--- src/rtl/conv_window_gen_if.sv ---
// ============================================================================
//  Module   : conv_window_gen_if
//  Purpose  : Pixel-in / window-out bundle for conv_window_gen.
//             master = pixel source and window consumer, slave = generator.
//  Signals  : d_in      pixel, channel c at [c*N +: N]
//             sof       start of frame, qualified by en_in
//             en_in     pixel valid strobe
//             data2conv packed KERNEL x KERNEL x CL_IN window
//             en_out    one-cycle window valid strobe
//             last_win  final window of a frame (only with WIN_LAST_EN)
//  Macros   : WIN_LAST_EN adds last_win
//  Revision : 1.0  initial release
// ============================================================================
`default_nettype none

interface conv_window_gen_if #(
    parameter int CL_IN  = 1,
    parameter int KERNEL = 3,
    parameter int N      = 4
);
    logic [CL_IN*N-1:0]               d_in;
    logic                             sof;
    logic                             en_in;
    logic [CL_IN*KERNEL*KERNEL*N-1:0] data2conv;
    logic                             en_out;
`ifdef WIN_LAST_EN
    logic                             last_win;
`endif

    modport master (
        output d_in,
        output sof,
        output en_in,
`ifdef WIN_LAST_EN
        input  last_win,
`endif
        input  data2conv,
        input  en_out
    );

    modport slave (
        input  d_in,
        input  sof,
        input  en_in,
`ifdef WIN_LAST_EN
        output last_win,
`endif
        output data2conv,
        output en_out
    );
endinterface

`default_nettype wire

--- src/rtl/conv_window_gen.sv ---
// ============================================================================
//  Module   : conv_window_gen
//  Purpose  : Streaming sliding-window generator for a "valid" convolution.
//             Buffers KERNEL-1 lines of IMG_W pixels and emits every complete
//             KERNEL x KERNEL x CL_IN window, one clock after the pixel that
//             completes it.
//  Ports    : clk  clock, rising edge
//             rst  synchronous active-high reset
//             bus  conv_window_gen_if.slave (d_in, sof, en_in in;
//                  data2conv, en_out [, last_win] out)
//  Macros   : WIN_LAST_EN adds bus.last_win, high with the frame's last window
//  Revision : 1.0  initial release
// ============================================================================
`default_nettype none

module conv_window_gen #(
    parameter int CL_IN  = 1,
    parameter int KERNEL = 3,
    parameter int N      = 4,
    parameter int IMG_W  = 5,
    parameter int IMG_H  = 4
) (
    input  logic              clk,
    input  logic              rst,
    conv_window_gen_if.slave  bus
);
    localparam int PW = CL_IN * N;
    localparam int WW = CL_IN * KERNEL * KERNEL * N;
    localparam int CW = (IMG_W > 1) ? $clog2(IMG_W) : 1;
    localparam int RW = (IMG_H > 1) ? $clog2(IMG_H) : 1;
    localparam logic [CW-1:0] COL_LAST = CW'(IMG_W - 1);
    localparam logic [RW-1:0] ROW_LAST = RW'(IMG_H - 1);

    logic [CW-1:0] col_q, col_d, pos_col;
    logic [RW-1:0] row_q, row_d, pos_row;
    logic [WW-1:0] win_q, win_d;
    logic [WW-1:0] data2conv_q, data2conv_d;
    logic          en_out_q, en_out_d;
`ifdef WIN_LAST_EN
    logic          last_win_q, last_win_d;
`endif

    // Incoming column for the window; index r = window row, 0 = oldest line.
    logic [PW-1:0] col_new [KERNEL];

    // sof forces the accepted pixel to (0,0) regardless of the counters.
    assign pos_col = bus.sof ? '0 : col_q;
    assign pos_row = bus.sof ? '0 : row_q;

    assign col_new[KERNEL-1] = bus.d_in;

    generate
        if (KERNEL > 1) begin : g_lb
            // lb_mem[0] holds the previous line, lb_mem[KERNEL-2] the oldest.
            // Not reset: stale contents are never reachable before the row
            // counter has refilled every buffer line in use.
            logic [PW-1:0] lb_mem [KERNEL-1][IMG_W];

            always_ff @(posedge clk) begin
                if (!rst && bus.en_in) begin
                    lb_mem[0][pos_col] <= bus.d_in;
                    for (int j = 1; j < KERNEL - 1; j++) begin
                        lb_mem[j][pos_col] <= lb_mem[j-1][pos_col];
                    end
                end
            end

            for (genvar r = 0; r < KERNEL - 1; r++) begin : g_tap
                assign col_new[r] = lb_mem[KERNEL-2-r][pos_col];
            end
        end
    endgenerate

    always_comb begin
        col_d       = col_q;
        row_d       = row_q;
        win_d       = win_q;
        data2conv_d = data2conv_q;
        en_out_d    = 1'b0;
`ifdef WIN_LAST_EN
        last_win_d  = 1'b0;
`endif
        if (bus.en_in) begin
            if (pos_col == COL_LAST) begin
                col_d = '0;
                row_d = (pos_row == ROW_LAST) ? '0 : pos_row + 1'b1;
            end else begin
                col_d = pos_col + 1'b1;
                row_d = pos_row;
            end

            // Shift every window row left by one column, new column at k=K-1.
            for (int c = 0; c < CL_IN; c++) begin
                for (int r = 0; r < KERNEL; r++) begin
                    for (int k = 0; k < KERNEL; k++) begin
                        if (k < KERNEL - 1) begin
                            win_d[((c*KERNEL+r)*KERNEL+k)*N +: N] =
                                win_q[((c*KERNEL+r)*KERNEL+k+1)*N +: N];
                        end else begin
                            win_d[((c*KERNEL+r)*KERNEL+k)*N +: N] =
                                col_new[r][c*N +: N];
                        end
                    end
                end
            end

            // Column gate keeps windows from straddling a line boundary.
            if (int'(pos_row) >= KERNEL - 1 && int'(pos_col) >= KERNEL - 1) begin
                en_out_d    = 1'b1;
                data2conv_d = win_d;
            end
`ifdef WIN_LAST_EN
            last_win_d = (pos_row == ROW_LAST) && (pos_col == COL_LAST);
`endif
        end
    end

    always_ff @(posedge clk) begin
        if (rst) begin
            col_q       <= '0;
            row_q       <= '0;
            win_q       <= '0;
            data2conv_q <= '0;
            en_out_q    <= 1'b0;
`ifdef WIN_LAST_EN
            last_win_q  <= 1'b0;
`endif
        end else begin
            col_q       <= col_d;
            row_q       <= row_d;
            win_q       <= win_d;
            data2conv_q <= data2conv_d;
            en_out_q    <= en_out_d;
`ifdef WIN_LAST_EN
            last_win_q  <= last_win_d;
`endif
        end
    end

    assign bus.data2conv = data2conv_q;
    assign bus.en_out    = en_out_q;
`ifdef WIN_LAST_EN
    assign bus.last_win  = last_win_q;
`endif

endmodule

`default_nettype wire

--- src/flat_wrapper.sv ---
// flat-port wrapper written by rule: the top's interface ports become plain ports
module conv_window_gen_flat 
#(
    parameter int CL_IN  = 1,
    parameter int KERNEL = 3,
    parameter int N      = 4,
    parameter int IMG_W  = 5,
    parameter int IMG_H  = 4
)
  (clk, rst, bus_d_in, bus_sof, bus_en_in, bus_data2conv, bus_en_out);
  conv_window_gen_if #(.CL_IN(CL_IN), .KERNEL(KERNEL), .N(N)) bus_i ();
  input  logic clk;
  input  logic rst;
  input wire logic [$bits(bus_i.d_in)-1:0] bus_d_in;
  input wire logic [$bits(bus_i.sof)-1:0] bus_sof;
  input wire logic [$bits(bus_i.en_in)-1:0] bus_en_in;
  output wire logic [$bits(bus_i.data2conv)-1:0] bus_data2conv;
  output wire logic [$bits(bus_i.en_out)-1:0] bus_en_out;
  assign bus_i.d_in = bus_d_in;
  assign bus_i.sof = bus_sof;
  assign bus_i.en_in = bus_en_in;
  assign bus_data2conv = bus_i.data2conv;
  assign bus_en_out = bus_i.en_out;
  conv_window_gen #(.CL_IN(CL_IN), .KERNEL(KERNEL), .N(N), .IMG_W(IMG_W), .IMG_H(IMG_H)) u_core (.clk(clk), .rst(rst), .bus(bus_i));
endmodule
--- config.mk ---
export PLATFORM = sky130hd
export DESIGN_NAME = conv_window_gen_flat
export DESIGN_NICKNAME = d
export VERILOG_FILES = /design/src/rtl/conv_window_gen_if.sv /design/src/rtl/conv_window_gen.sv /design/src/flat_wrapper.sv
export SDC_FILE = /design/constraint.sdc
export NUM_CORES = 1
export LEC_CHECK = 0
export CORE_MARGIN = 2
export CORE_UTILIZATION = 40
export CTS_CLUSTER_DIAMETER = 40
export DETAILED_ROUTE_END_ITERATION = 16
export DONT_BUFFER_PORTS = 1
export PLACE_DENSITY = 0.62
export SLEW_MARGIN = 20
export SYNTH_ARGS = -nofsm -noshare
export SYNTH_HDL_FRONTEND = slang
export SYNTH_SLANG_ARGS = --single-unit
--- constraint.sdc ---
create_clock -name clk -period 3.1 [get_ports clk]
set_clock_uncertainty 0.15 [all_clocks]
set_input_delay 0.465 -clock clk [delete_from_list [all_inputs] [get_ports clk]]
set_output_delay 0.465 -clock clk [all_outputs]
set_load 0.01 [all_outputs]
# Yosys cells after proc, flatten, opt, wreduce, memory -nomap -nowiden
# Memory sizes are Yosys's and may differ from the RTL's.
# Index checks and enable logic that the tools add are counted.
dict set report word_totals {
  register_bits 78
  ram_bits 40
  inputBits 8
  n_memories 1
}
dict set report classes {
  add_sub_neg 2
  order_cmp 4
  eq_ne 2
  muxes 16
  bitwise 2
  n_reduce_logical 6
}
# name depth width rd rd_ports_with_merged_regs write_ports line
set memory_table {}
lappend memory_table {u_core.g_lb.lb_mem 2 20 2 0 2 conv_window_gen.sv:57} ;# logic [PW-1:0] lb_mem [KERNEL-1][IMG_W];
# op n
set op_table {}
lappend op_table {{$bmux W4 S3} 2}
lappend op_table {{$mux W20} 1}
lappend op_table {{$mux W4} 5}
lappend op_table {{$demux W4 S3} 1}
lappend op_table {{$mux W2} 3}
lappend op_table {{$mux W3} 2}
lappend op_table {{$ge A4 B4 Y1 const B} 1}
lappend op_table {{$lt A4 B1 Y1 const B} 1}
lappend op_table {{$not A3 Y4} 1}
lappend op_table {{$add A3 B1 Y3 const B} 1}
lappend op_table {{$eq A3 B3 Y1 const B} 1}
lappend op_table {{$ge A3 B2 Y1 const B} 1}
lappend op_table {{$logic_and A1 B1 Y1} 3}
lappend op_table {{$add A2 B1 Y2 const B} 1}
lappend op_table {{$eq A2 B2 Y1 const B} 1}
lappend op_table {{$ge A2 B2 Y1 const B} 1}
lappend op_table {{$mux W1} 2}
lappend op_table {{$reduce_and A2 Y1} 1}
lappend op_table {{$reduce_or A2 Y1} 1}
lappend op_table {{$logic_not A1 Y1} 1}
lappend op_table {{$not A1 Y1} 1}

# Logic depth before layout (Yosys ltp)
# Gate-level depths: netlist (run 1).
dict set report logic_depth {
  depth_word 7
  mapped_depth 9
}

# Worst setup path after synthesis (run 1)
# Ideal clock, no wire load.
dict set report synth_timing {
  kind {input to register}
  startpoint {input bus_sof}
  endpoint {memory u_core.g_lb.lb_mem[0][10] in the netlist's numbering, enable pin}
  t_arrival_ns 1.873
  setup_slack_ns 0.682
  stages 4
  n_path_buf 1
  path_cell_list {buf_2 > nand2b_1 > nor2_1 > nor4bb_1}
}
# element line
set synth_rtl {}
lappend synth_rtl {{start: declaration} flat_wrapper.sv:15} ;# input wire logic [$bits(bus_i.sof)-1:0] bus_sof;
lappend synth_rtl {{end: declaration} conv_window_gen.sv:57}

==> metrics.txt, run 1 <==
leak pwr=1.49 nW; crit path time final=2540 ps; Slew @ Worst Pin=1050 ps; worst skew pair latency=390 ps; Hold Path Class=input port to register; CTS tree=done; met2 WL post-DR=4.39 mm; Critical Path AT=2500 ps; H-tree Lvls=3; Tot GR Track Use=0.167; Tcrit/Tclk final=0.821; Rows=37; Worst Path Buf+Inv=0; Worst VDD drop=0.254 mV; largest net degree at the start of global routing=67; Die Span Y=106 um; Layout Nets=374; die width=106 um; critical path class=register to register; Rel. slew slack=0.299; Yosys Warn Count=0; Root Buffer=clkbuf_8; Post-Route WL=9.18 mm; Largest delay share family, worst path=flip-flops; Top Layer Used=met4; post-CTS setup buffer count=0; WHS=26.0 ps; maximum clock path buffer count=2; share of cells above drive strength 1=0.100; total die area=11,200 um2; CTS resizes=0; Filler cells=944; IO Count=45; element type at the critical path end=register; R2R cell count=3; DRC Markers=0; Worst Path Max Fanout=28; via count=2,822; Setup Viol. Count Final=0; PwrDens=555 nW/um2; number of flops mapped to enable cells by yosys=40; r2r setup slk=560 ps; cts hold-fix bufs=2; wire length per cell=18.1 um; worst flop-to-flop path endpoint=u_core.g_lb.lb_mem[0][38]; syn nets=386; hold path endpoint=u_core.g_lb.lb_mem[0][2]; CTS sink count=106; Synth cell types=37; Peak Freq=0.393 GHz; Detail Route Antenna Nets=0; Routability Congestion=0.812; Final Util=0.439; number of global-route vias before repair=2,607; First-pass DRT Iterations=4; met3 WL=585 um; Area Overhead vs Synth=8.04%; Port Buffers=0; #FFs+latches synth=106; DRT met1 WL=4.08 mm; Core Region=10,200 um2; Mapped Area=4140 um2; Final Max Tran Viols=0; Slowest cell on crit path=dfxtp_1; Synth Area per Inst=11.0 um2; antenna violations before repair=0; CTS Buf Count=9; status=completed; Syn Inst Count=377; DPL Wire Length=5.71 mm; hold path start=bus_d_in[2]; Final WS setup=556 ps; pre-CTS worst setup slack=612 ps; final setup TNS=0 ps; CP max stage delay=1040 ps; Final Hold Violating Endpoints=0; RSZ-0062 raised after global routing=false; ys async rst share=0; Ant. Diodes=0; Starting Density=0.406; first-pass GRT wire length=14.3 mm; post-synthesis sequential area ratio=0.610; vias per cell=5.58; First DRT Iteration DRCs=189; Worst-path clk slew=120 ps; worst path required time=3050 ps; critical path launch point type=register; Synth Flop Type=dfxtp_1; Hold Path Stages=0; worst r2r src=u_core.col_q[0]; grt ovf=0; number of max-cap violations=0; CP Cell Sequence=mux2_2, a222oi_1, nand2_1
[cell type report]
class	count	area, um2	share of cell area
clock buffer	9	124	0.0277
clock inverter	7	78.8	0.0176
inverter	2	7.51	0.00168
multi-input combinational	234	1450	0.324
sequential	106	2520	0.564
tap	136	170	0.0381
timing repair buffer	12	118	0.0263
[registers in the layout, summed over array words and instances (netlist names)]
register              count
u_core.bus.data2conv     36
u_core.bus.en_out         1
u_core.col_q              3
u_core.g_lb.lb_mem       40
u_core.row_q              2
u_core.win_q             24
[per-stage QoR]
step,std cells,total power [mW],instance area [um2]
after detailed placement,486,1.64,4210
after CTS,504,2.50,4450
after global routing,506,2.56,4470
final,506,2.48,4470
after floorplan,377,1.63,4140
after global placement,486,1.63,4210
[worst max-delay path by stage]
stage | from | to | slack [ps] | cells past startpoint
5_1_grt | u_core.col_q[0] | u_core.g_lb.lb_mem[0][38] | 360 | 3
4_1_cts | u_core.col_q[0] | u_core.g_lb.lb_mem[0][22] | 570 | 3
2_1_floorplan | bus_sof | u_core.g_lb.lb_mem[0][10] | 680 | 4
6_report | u_core.col_q[0] | u_core.g_lb.lb_mem[0][38] | 560 | 3
3_3_place_gp | u_core.col_q[0] | u_core.g_lb.lb_mem[0][26] | 680 | 3
3_5_place_dp | u_core.col_q[0] | u_core.g_lb.lb_mem[0][30] | 610 | 3
[logic make-up (layout without fill, tap and decap cells)]
kind of cell | after synthesis | in the layout | share of synthesized area
muxes | 25 | 25 | 0.0629
and+or+nand+nor | 101 | 101 | 0.132
DFF | 106 | 106 | 0.610
buffers and inverters | 37 | 30 | 0.0405
adders and majority gates | 1 | 1 | 0.00302
AOI/OAI and AO/OA | 107 | 107 | 0.152
[metal layers]
layer | vias up | GRT usage
met4 | 0 | 0.0639
li1 | 1369 | -
met1 | 1380 | 0.212
met3 | 11 | 0.0476
met5 | - | 0
met2 | 62 | 0.270
[cells in the mapped netlist, types with 6 or more instances]
cell       n  area share
buf_2     11       0.013
dfxtp_1   66        0.32
and3b_1    6       0.013
clkbuf_1  20       0.018
mux2_2     8       0.022
a211oi_1   9       0.016
nand3_1   31       0.037
mux2i_1   17       0.041
edfxtp_1  40        0.29
nand2_1    6      0.0054
o21ai_0   36       0.044
a311oi_1   8       0.017
nor2_1    31       0.028
a21oi_1   41       0.050
[cell usage in the layout (no fill, tap or decap), types with 3 or more instances in the layout]
| master | instances |
|---|---|
| a211oi_1 | 9 |
| a21oi_1 | 41 |
| a221oi_1 | 4 |
| a222oi_1 | 4 |
| a311oi_1 | 8 |
| a31oi_1 | 4 |
| and2_1 | 4 |
| and3b_1 | 6 |
| buf_4 | 8 |
| clkbuf_8 | 9 |
| dfxtp_1 | 66 |
| dlygate4sd3_1 | 3 |
| edfxtp_1 | 40 |
| inv_8 | 4 |
| mux2_2 | 8 |
| mux2i_1 | 17 |
| nand2_1 | 6 |
| nand2b_1 | 3 |
| nand3_1 | 31 |
| nor2_1 | 30 |
| nor2b_1 | 5 |
| nor3_1 | 3 |
| o21ai_0 | 36 |
[power breakdown]
| part | leakage [nW] | internal (mW) | switching [mW] |
|---|---|---|---|
| logic | 0.486 | 0.0531 | 0.0681 |
| clock network | 0.104 | 0.324 | 0.533 |
| registers | 0.898 | 1.48 | 0.0287 |
| total | 1.49 | 1.85 | 0.630 |
No activity file was read; power rests on OpenSTA's default activity.
==> run 2: changes to the inputs <==
--- a/config.mk
+++ b/config.mk
@@ -10,7 +10,7 @@
 export CTS_CLUSTER_DIAMETER = 40
 export DETAILED_ROUTE_END_ITERATION = 16
 export DONT_BUFFER_PORTS = 1
-export PLACE_DENSITY = 0.62
+export PLACE_DENSITY = 0.64
 export SLEW_MARGIN = 20
 export SYNTH_ARGS = -nofsm -noshare
 export SYNTH_HDL_FRONTEND = slang
==> constraint.sdc (replaced) <==
create_clock -name clk -period 2.3 [get_ports clk]
set_clock_uncertainty 0.15 [all_clocks]
set_input_delay 0.345 -clock clk [delete_from_list [all_inputs] [get_ports clk]]
set_output_delay 0.345 -clock clk [all_outputs]
set_load 0.01 [all_outputs]
==> metrics.txt, run 2 (synthesized netlist as in run 1, its figures left out) <==
status=completed; antenna violations before repair=0; Routability Congestion=0.808; Final Max Tran Viols=0; Post-Route WL=9.37 mm; total die area=11,200 um2; Filler cells=963; CTS tree=done; Critical Path AT=1890 ps; DPL Wire Length=6.03 mm; most frequent cells in the layout=dfxtp_1 (66), a21oi_1 (41), edfxtp_1 (40); Starting Density=0.406; crit path time final=1970 ps; Rows=37; commonest non-fill, non-tap cell in the layout=dfxtp_1; CTS Buf Count=9; met2 Usage GRT=0.287; Final Util=0.455; cts hold-fix bufs=6; Final Hold Violating Endpoints=0; Die Span Y=106 um; Final WS setup=330 ps; area of the multi-input gates=1450 um2; H-tree Lvls=3; Tot GR Track Use=0.173; WHS=13.1 ps; worst path required time=2220 ps; grt ovf=0; share of cells above drive strength 1=0.125; vias per cell=5.48; GR peak layer=met2; Area Overhead vs Synth=12.0%; Ant. Diodes=0; Power, Total=3.47 mW; Worst-path clk slew=100 ps; final setup TNS=0 ps; Core Region=10,200 um2; pre-CTS worst setup slack=366 ps; first-pass GRT wire length=15.0 mm; leak pwr=1.57 nW; CTS resizes=0; DRC Markers=0; wire length per cell=18.0 um; met1 usage=0.229; critical path class=register to register; largest net degree at the start of global routing=67; PwrDens=749 nW/um2; Root Buffer=clkbuf_8; First DRT Iteration DRCs=157; Layout Nets=388; Largest Register=u_core.g_lb.lb_mem; Setup Viol. Count Final=0; via count=2,847; RSZ-0062 raised after global routing=false; FF/Latch Area=2520 um2; Detail Route Antenna Nets=0; Peak Freq=0.508 GHz; max FFs per register=40; Worst VDD drop=0.383 mV; CTS sink count=106; IO Count=45; Slew @ Worst Pin=527 ps; die width=106 um; number of max-cap violations=0; Rel. slew slack=0.648; Worst Path Max Fanout=15; worst skew pair latency=360 ps; First-pass DRT Iterations=5; critical path launch point type=register; post-CTS setup buffer count=0; number of global-route vias before repair=2,770; Hold Path Class=input port to register; element type at the critical path end=register; Tcrit/Tclk final=0.857; routing usage on met3=0.0445; Port Buffers=0; maximum clock path buffer count=2
[run 2: changes by cell type in the layout (fill, tap and decap cells not counted), sizes merged]
cell / previous run / this run
buf: 9 / 21
bufinv: 0 / 2
clkbuf: 9 / 11
clkinv: 3 / 2
dlygate4sd3: 3 / 5
inv: 6 / 3
[run 2: path summary, 6_finish.rpt]
check / start / to / slack (ps) / depth (start not counted)
max: u_core.col_q[2] / u_core.g_lb.lb_mem[0][23] / 330 / 4
min: bus_en_in / u_core.win_q[23] / 10 / 2
max reg2reg: u_core.col_q[2] / u_core.g_lb.lb_mem[0][23] / 330 / 4
min reg2reg: u_core.win_q[16] / u_core.bus.data2conv[12] / 320 / 2
[run 2: area by class of cell]
type,count,area share
inverters,2,0.00162
multi-input cells,234,0.313
flip-flops and latches,106,0.544
repair buffers,26,0.0572
clock buffers,11,0.0286
clock inverters,5,0.0186
well taps,136,0.0367
[run 2: critical path: stages (launching register included)]
cell	delay (ps)
dfxtp_1	660
nor3b_2	100
buf_4	190
a221oi_1	380
nand2_1	200
[run 2: metrics by stage]
step	instances	cell area (um2)
finish	520	4630
global route	520	4630
CTS	519	4620
detailed placement	497	4320
global placement	497	4320
floorplan	377	4140
[run 2: power breakdown]
group          switching (mW)  internal [mW]
logic                   0.127         0.0912
registers              0.0282           1.99
clock network           0.608          0.626
total                   0.764           2.71
[run 2: layer usage]
layer	vias to the layer above	part of all wire	wire length, um
met5	-	0	0
met4	0	0.0028	26
met3	2	0.068	641
met2	74	0.49	4580
met1	1375	0.44	4120
li1	1396	-	-
==> run 3: changes to the inputs <==
--- a/config.mk
+++ b/config.mk
@@ -10,7 +10,7 @@
 export CTS_CLUSTER_DIAMETER = 40
 export DETAILED_ROUTE_END_ITERATION = 16
 export DONT_BUFFER_PORTS = 1
-export PLACE_DENSITY = 0.64
+export PLACE_DENSITY = 0.62
 export SLEW_MARGIN = 20
 export SYNTH_ARGS = -nofsm -noshare
 export SYNTH_HDL_FRONTEND = slang
==> constraint.sdc (replaced) <==
create_clock -name clk -period 2.24 [get_ports clk]
set_clock_uncertainty 0.15 [all_clocks]
set_input_delay 0.336 -clock clk [delete_from_list [all_inputs] [get_ports clk]]
set_output_delay 0.336 -clock clk [all_outputs]
set_load 0.01 [all_outputs]
==> metrics.txt, run 3 (synthesized netlist as in run 1, its figures left out) <==
Worst Path Max Fanout=11; critical path launch point type=register; Post-Layout Cell Count=517; largest net degree at the start of global routing=67; DRC Markers=0; Final Util=0.452; status=completed; total die area=11,200 um2; worst path required time=2380 ps; vias per cell=5.61; via count=2,898; Core Region=10,200 um2; Final Max Tran Viols=0; RSZ-0062 raised after global routing=false; Routability Congestion=0.862; max FFs per register=40; CTS Buf Count=9; Peak Freq=0.475 GHz; Setup Viol. Count Final=0; Hold Path Class=input port to register; Die Span Y=106 um; crit path time final=2100 ps; final setup TNS=0 ps; Detail Route Antenna Nets=0; Critical Path AT=2240 ps; CTS tree=done; most frequent cells in the layout=dfxtp_1 (65), a21oi_1 (41), edfxtp_1 (40); worst skew pair latency=370 ps; post-CTS setup buffer count=0; DPL Wire Length=6.08 mm; First DRT Iteration DRCs=267; Largest Register=u_core.g_lb.lb_mem; Area Overhead vs Synth=11.3%; Filler cells=962; leak pwr=1.56 nW; grt ovf=0; Starting Density=0.406; worst flop-to-flop path endpoint=u_core.win_q[20]; antenna violations before repair=0; Rows=37; H-tree Lvls=3; r2r setup slk=140 ps; CTS sink count=106; R2R cell count=4; Final Hold Violating Endpoints=0; worst r2r src=u_core.col_q[2]; Tcrit/Tclk final=0.939; Worst VDD drop=0.356 mV; Slew @ Worst Pin=730 ps; Post-Route WL=9.47 mm; pre-CTS worst setup slack=97.0 ps; first-pass GRT wire length=15.4 mm; Worst-path clk slew=110 ps; Final WS setup=137 ps; die width=106 um; WHS=14.3 ps; Power, Total=3.55 mW; hold path start=bus_en_in; maximum clock path buffer count=2; Root Buffer=clkbuf_8; Rel. slew slack=0.512; Layout Nets=385; hold path endpoint=u_core.win_q[9]; IO Count=45; PwrDens=771 nW/um2; wire length per cell=18.3 um; Tot GR Track Use=0.177; critical path class=register to register; number of max-cap violations=0; commonest non-fill, non-tap cell in the layout=dfxtp_1; First-pass DRT Iterations=7; share of cells above drive strength 1=0.126; number of global-route vias before repair=2,853; placed cell area=4290 um2; Final Instance Area=4610 um2; element type at the critical path end=register; Port Buffers=0; Hold Path Stages=2; Ant. Diodes=0; placed insts=494
[run 3: power breakdown]
| group | internal [mW] | switching (mW) |
|---|---|---|
| Sequential | 2.04 | 0.0309 |
| Combinational | 0.0876 | 0.128 |
| Clock | 0.594 | 0.668 |
[run 3: worst max-delay path by stage]
stage | startpoint | end | depth (start not counted)
floorplan | u_core.col_q[0] | u_core.g_lb.lb_mem[0][24] | 5
CTS | u_core.col_q[0] | u_core.win_q[20] | 5
detailed placement | u_core.col_q[0] | u_core.win_q[20] | 5
global route | u_core.col_q[2] | u_core.win_q[20] | 4
global placement | u_core.col_q[0] | u_core.win_q[20] | 5
finish | u_core.col_q[2] | u_core.win_q[20] | 4
[run 3: cell type report]
class | count | area [um2] | share of cell area
sequential | 106 | 2520 | 0.548
multi-input combinational | 234 | 1460 | 0.316
timing repair buffer | 23 | 230 | 0.0500
tap | 136 | 170 | 0.0369
clock buffer | 10 | 149 | 0.0323
clock inverter | 6 | 68.8 | 0.0149
inverter | 2 | 7.51 | 0.00163
[run 3: per-layer routing]
metal  wire [um]  up-vias  global-route usage
met1        4140     1419               0.231
met4         115        0              0.0667
met3         665       10              0.0470
met2        4550       82               0.282
met5           0        -                   0
li1            -     1387                   -
[run 3: timing repair]
item | 4_1_cts | 5_1_grt
resized for setup | 0 | 1
hold buffers | 7 | 0
setup endpoints to repair | 0 | 19
hold endpoints to repair | 86 | 0
[run 3: worst max-delay path, stage by stage (launching register included)]
cell	delay (ps)
dfxtp_1	610
nor4b_4	580
a222oi_1	240
buf_4	200
a311oi_1	230
